## config.mk

```make
export PLATFORM = sky130hd
export DESIGN_NAME = composite_pixel_out
export DESIGN_NICKNAME = d
export VERILOG_FILES = /design/src/rtl/composite_pixel_out.sv
export SDC_FILE = /design/constraint.sdc
export NUM_CORES = 1
export LEC_CHECK = 0
export CORE_MARGIN = 5
export CORE_UTILIZATION = 55
export CTS_CLUSTER_DIAMETER = 40
export DETAILED_ROUTE_END_ITERATION = 8
export PLACE_DENSITY = 0.83
export SLEW_MARGIN = 40
export SYNTH_ARGS = -nofsm -noshare
export SYNTH_HDL_FRONTEND = slang
export SYNTH_SLANG_ARGS = --single-unit
```

## constraint.sdc

```tcl
create_clock -name syn_clk -period 3.33 [get_ports syn_clk]
set_clock_uncertainty 0.1 [all_clocks]
set_input_delay 0.4995 -clock syn_clk [delete_from_list [all_inputs] [get_ports syn_clk]]
set_output_delay 0.4995 -clock syn_clk [all_outputs]
set_load 0.05 [all_outputs]
```

## src/rtl/composite_pixel_out.sv

```systemverilog
// Pixel output stage: tracks column/line, fetches framebuffer or test-pattern pixels and drives the 3-bit DAC level.
// Optional macro BORDER_EN forces a gray5 border around the active area.
module composite_pixel_out #(
  parameter int COLS = 104,
  parameter int ROWS = 304,
  parameter int X_W  = 7,
  parameter int Y_W  = 9
) (
  input  logic               syn_clk,
  input  logic               rst,
  input  logic               row_enable,
  input  logic               vblank,
  input  logic [2:0]         sync_signal,
  input  logic [1:0]         mode,
  input  logic [2:0]         fb_data,
  output logic               fb_rd,
  output logic [X_W+Y_W-1:0] fb_addr,
  output logic [2:0]         video_out,
  output logic [Y_W-1:0]     line_count,
  output logic               frame_tick
);

  localparam logic [X_W-1:0] X_END  = X_W'(COLS);
  localparam logic [X_W-1:0] X_LAST = X_W'(COLS - 1);
  localparam logic [Y_W-1:0] Y_LAST = Y_W'(ROWS - 1);

  typedef enum logic [1:0] {ST_VBLANK, ST_HWAIT, ST_ACTIVE} state_e;

  state_e         state_q, state_d;
  logic [X_W-1:0] x_q, x_d;
  logic [Y_W-1:0] y_q, y_d;
  logic [1:0]     mode_q, mode_d;
  logic           issue;
  logic [1:0]     line_mode;

  // Stage 1: fetch/pattern, stage 2: level map; re/sync pipes align with them.
  logic                   fb_rd_q;
  logic [X_W+Y_W-1:0]     fb_addr_q;
  logic [2:0]             idx_s1_q, idx_s1_d;
  logic                   use_fb_q, use_fb_d;
  logic                   re_d1_q, re_d2_q;
  logic [2:0]             sync_d1_q, sync_d2_q;
  logic [2:0]             pix_q;
  logic                   vblank_q, frame_tick_q;
  logic                   border;

  function automatic logic [2:0] idx_to_level(input logic [2:0] idx);
    case (idx)
      3'd0:    return 3'b001;
      3'd1:    return 3'b010;
      3'd2:    return 3'b100;
      3'd3:    return 3'b011;
      3'd4:    return 3'b101;
      3'd5:    return 3'b110;
      default: return 3'b111;
    endcase
  endfunction

  // NOTE: every always_comb output gets a default first so no path infers a latch.
  always_comb begin
    state_d   = state_q;
    x_d       = x_q;
    y_d       = y_q;
    mode_d    = mode_q;
    issue     = 1'b0;
    line_mode = (state_q == ST_ACTIVE) ? mode_q : mode;
    if (vblank) begin
      state_d = ST_VBLANK;
      x_d     = '0;
      y_d     = '0;
    end else begin
      case (state_q)
        ST_VBLANK: state_d = ST_HWAIT;
        ST_HWAIT, ST_ACTIVE: begin
          if (row_enable) begin
            state_d = ST_ACTIVE;
            issue   = 1'b1;
            if (state_q == ST_HWAIT) mode_d = mode;
            if (x_q != X_END) x_d = x_q + 1'b1;
          end else if (state_q == ST_ACTIVE) begin
            state_d = ST_HWAIT;
            x_d     = '0;
            if (y_q != Y_LAST) y_d = y_q + 1'b1;
          end
        end
        default: state_d = ST_VBLANK;
      endcase
    end
  end

`ifdef BORDER_EN
  assign border = (x_q == '0) || (x_q == X_LAST) || (y_q == '0) || (y_q == Y_LAST);
`else
  assign border = 1'b0;
`endif

  always_comb begin
    idx_s1_d = 3'd0;
    use_fb_d = 1'b0;
    case (line_mode)
      2'd0:    use_fb_d = 1'b1;
      2'd1:    idx_s1_d = 3'(x_q >> 4);
      2'd2:    idx_s1_d = (x_q[3] ^ y_q[3]) ? 3'd6 : 3'd0;
      default: idx_s1_d = 3'd6;
    endcase
    // The saturated column past the line end always shows black.
    if (x_q >= X_END) begin
      idx_s1_d = 3'd0;
      use_fb_d = 1'b0;
    end else if (border) begin
      idx_s1_d = 3'd6;
      use_fb_d = 1'b0;
    end
  end

  // NOTE: sequential state uses non-blocking assignments so every register samples pre-edge values.
  always_ff @(posedge syn_clk or posedge rst) begin
    if (rst) begin
      state_q      <= ST_VBLANK;
      x_q          <= '0;
      y_q          <= '0;
      mode_q       <= 2'd0;
      fb_rd_q      <= 1'b0;
      fb_addr_q    <= '0;
      idx_s1_q     <= 3'd0;
      use_fb_q     <= 1'b0;
      re_d1_q      <= 1'b0;
      re_d2_q      <= 1'b0;
      sync_d1_q    <= 3'b000;
      sync_d2_q    <= 3'b000;
      pix_q        <= 3'b000;
      vblank_q     <= 1'b0;
      frame_tick_q <= 1'b0;
    end else begin
      state_q      <= state_d;
      x_q          <= x_d;
      y_q          <= y_d;
      mode_q       <= mode_d;
      fb_rd_q      <= issue && (x_q < X_END);
      if (issue && (x_q < X_END)) fb_addr_q <= {y_q, x_q};
      idx_s1_q     <= idx_s1_d;
      use_fb_q     <= issue && use_fb_d;
      re_d1_q      <= issue;
      re_d2_q      <= re_d1_q;
      sync_d1_q    <= sync_signal;
      sync_d2_q    <= sync_d1_q;
      pix_q        <= idx_to_level(use_fb_q ? fb_data : idx_s1_q);
      vblank_q     <= vblank;
      frame_tick_q <= vblank & ~vblank_q;
    end
  end

  assign fb_rd      = fb_rd_q;
  assign fb_addr    = fb_addr_q;
  assign video_out  = re_d2_q ? pix_q : sync_d2_q;
  assign line_count = y_q;
  assign frame_tick = frame_tick_q;

endmodule
```

==> flow_metrics.env <==
export IMPL_ant_nets=0
export IMPL_intPower_uw=1056
export IMPL_maxCapViolations=0
export IMPL_fin_crit_ns=2.410
export IMPL_rows=24
export IMPL_synth_edf_count=0
export IMPL_grt_use_total_pct=16.24
export IMPL_crit_family="simple AND/OR/NAND/NOR gates"
export IMPL_netlist_area_leader_share_pct=55.36
export IMPL_syn_nets=234
export IMPL_drive_gt1_share_pct=12.79
export IMPL_startpoint="row_enable"
export IMPL_synth_area_leaders="dfrtp_1 (55%), mux2_2 (6.5%), mux2_4 (3.7%), ha_1 (3.6%), o21ai_0 (2.7%)"
export IMPL_seqPwrFrac_pct=50.2
export IMPL_wire_per_inst_um=14.84
export IMPL_holdPathEnd="sync_d2_q[2]$_DFF_PP0_"
export IMPL_route_detailed_drc=0
export IMPL_tightest_slew_ns=0.7528
export IMPL_irDropWorstVdd_mv=0.2770
export IMPL_clock_fmax_ghz=0.4150
export IMPL_finalSetupTns_ns=0
export IMPL_final_area_mm2=0.002997
export IMPL_port_buffers=41
export IMPL_overflow=0
export IMPL_syn_inst=215
export IMPL_cts_buffers=5
export IMPL_rr_startpoint="state_q[0]$_DFFE_PP0P_"
export IMPL_synth_top_cells_by_count="dfrtp_1 (54), nor2_1 (16), mux2_2 (14)"
export IMPL_hold_path_class="register to register"
export IMPL_relSlewSlack_pct=49.11
export IMPL_grt_pass1_wl_mm=7.997
export IMPL_slew_violations=0
export IMPL_routed_wl_met2_mm=2.232
export IMPL_synth_top_area_cell="dfrtp_1"
export IMPL_drt_wl_total_mm=4.599
export IMPL_critical_path_buf_inv_count=1
export IMPL_first_iter_violations=85
export IMPL_synth_most_common_cell="dfrtp_1"
export IMPL_place_inst=302
export IMPL_dpl_hpwl_mm=3.358
export IMPL_hold_violations=0
export IMPL_path_class="primary input to register"
export IMPL_antenna_cells=0
export IMPL_ff2ff_path_depth=5
export IMPL_synthFlopType="dfrtp_1"
export IMPL_critPathRequiredTime_ns=3.41
export IMPL_p_clk_share_pct=28.6
export IMPL_cts_htree_levels=2
export IMPL_synth_ff_latch_count=54
export IMPL_fillCellCount=327
export IMPL_finalNonFillerCells=310
export IMPL_wl_met1_mm=2.076
export IMPL_core_area_mm2=0.004324
export IMPL_synth_yosys_warnings=0
export IMPL_r2r_end="fb_addr[11]$_DFFE_PP0P_"
export IMPL_grt_max_degree=23
export IMPL_nets=276
export IMPL_cts_repair_resized=0
export IMPL_met3WireLength_um=243
export IMPL_post_cts_setup_buffers=0
export IMPL_clk_insertion_delay_late_ns=0.30
export IMPL_hold_slack_ns=0.2537
export IMPL_top_layer="met4"
export IMPL_die_h_um=76.62
export IMPL_ios=42
export IMPL_pwr_density_cell_mw_per_mm2=492.2
export IMPL_clock_path_buffers=2
export IMPL_cts_root_buf="clkbuf_8"
export IMPL_fin_util_pct=69.30
export IMPL_synthArstFlopShare_pct=100.0
export IMPL_status="complete, no violations"
export IMPL_crit_chain="clkdlybuf4s50_1, and2b_4, nand2_2, or2_1, mux2_2"
export IMPL_min_period_over_period_pct=72.37
export IMPL_post_dp_cell_area_mm2=0.002887
export IMPL_regToRegSetupSlack_ns=0.96
export IMPL_p_switching_uw=418.5
export IMPL_antenna_found_initial=0
export IMPL_synth_cell_type_count=44
export IMPL_cp_max_fo=16
export IMPL_critPathMaxStageDelay_ns=0.63
export IMPL_dieArea_mm2=0.005871
export IMPL_p_leak_uw=0.001346
export IMPL_vias=1754
export IMPL_dr_pass1_iters=4
export IMPL_critPathLaunchType="primary input"
export IMPL_crit_slowest_cell="or2_1"
export IMPL_rsz0062_at_grt="false"
export IMPL_via_per_inst=5.658
export IMPL_cp_arrival_ns=2.49
export IMPL_whs_path_depth=0
export IMPL_cts_tree="yes"
export IMPL_gp_congestion=0.7854
export IMPL_hp_start="sync_d1_q[2]$_DFF_PP0_"
export IMPL_end_kind="register"
export IMPL_ys_seq_area_share_pct=55.36
export IMPL_swShare_pct=28.38
export IMPL_setup_violations=0
export IMPL_clkSinkCount=54
export IMPL_clkSlewWorstSetupHoldPaths_ns=0.09
export IMPL_initial_core_util_pct=56.45
export IMPL_power_share_combinational_pct=21.2
export IMPL_area_delta_synth_final_pct=22.76
export IMPL_grt_pass1_vias=1708
export IMPL_synth_area_mm2=0.002441
export IMPL_dieWidth_um=76.62
export IMPL_ctsHoldBuffers=0
export IMPL_avgSynthCellArea_um2=11.35
-- kinds of logic after synthesis --
kind of cell | Yosys count | synth area share, %
AOI/OAI and AO/OA | 42 | 10.56
xor gates and xnor gates | 5 | 1.794
muxes | 22 | 10.97
DFF | 54 | 55.36
buffers and inverters | 18 | 3.536
and+or+nand+nor | 67 | 14.20
adders and majority gates | 7 | 3.588
-- flip-flops by register name (all words and copies together) (netlist names), 2 cells and up --
| register | flops |
|---|---|
| sync_d2_q | 3 |
| x_q | 7 |
| line_count | 9 |
| sync_d1_q | 3 |
| fb_addr | 16 |
| mode_q | 2 |
| state_q | 2 |
| pix_q | 3 |
| idx_s1_q | 3 |
-- metal layers --
metal | track usage, % | vias to the layer above
li1 | - | 833
met1 | 22.49 | 867
met2 | 26.46 | 50
met3 | 3.191 | 4
met4 | 3.671 | 0
met5 | 0 | -
-- worst max path at each step --
stage                     cells after the start                      end
final                                         5  fb_addr[11]$_DFFE_PP0P_
after global routing                          5  fb_addr[11]$_DFFE_PP0P_
after CTS                                     5  fb_addr[11]$_DFFE_PP0P_
after detailed placement                      5   fb_addr[9]$_DFFE_PP0P_
after global placement                        5  fb_addr[12]$_DFFE_PP0P_
after floorplan                               1   fb_addr[0]$_DFFE_PP0P_
-- power groups by stage --
stage / Combinational, µW / Sequential (µW) / Clock [µW]
3_5_place_dp: 315 / 753 / 0
4_1_cts: 317 / 740 / 433
3_3_place_gp: 308 / 752 / 0
6_report: 313 / 740 / 422
5_1_grt: 336 / 747 / 464
2_1_floorplan: 151 / 819 / 0
-- layout by cell type (no fill, tap or decap), types with 3 or more instances in the layout --
| cell type | instances |
|---|---|
| buf_4 | 3 |
| ha_1 | 7 |
| nand3_1 | 7 |
| o21ai_0 | 13 |
| nand4_1 | 3 |
| nand2_1 | 13 |
| nand2b_1 | 3 |
| or3_1 | 4 |
| dfrtp_1 | 54 |
| mux2_4 | 6 |
| o211ai_1 | 3 |
| nor3_1 | 4 |
| clkbuf_8 | 5 |
| nor2_1 | 16 |
| a31oi_1 | 4 |
| xnor2_1 | 4 |
| clkdlybuf4s50_1 | 41 |
| mux2_2 | 14 |
| inv_1 | 8 |
| a21oi_1 | 10 |
| and3_1 | 4 |
-- through the flow --
stage,total power [µW],setup WS [ns]
2_1_floorplan,970.8,1.416
3_3_place_gp,1059,0.6343
3_5_place_dp,1068,0.6018
4_1_cts,1490,0.9186
5_1_grt,1547,0.7968
6_report,1475,0.9202
-- area by class of cell --
class / instances / area, µm² / share of cell area (%)
clock buffer: 6 / 72.57 / 2.422
clock inverter: 2 / 37.54 / 1.253
inverter: 9 / 33.78 / 1.127
multi-input combinational: 143 / 1003 / 33.49
sequential: 54 / 1351 / 45.09
tap: 52 / 65.06 / 2.171
timing repair buffer: 44 / 432.9 / 14.45
No activity file was read; power rests on OpenSTA's default activity.
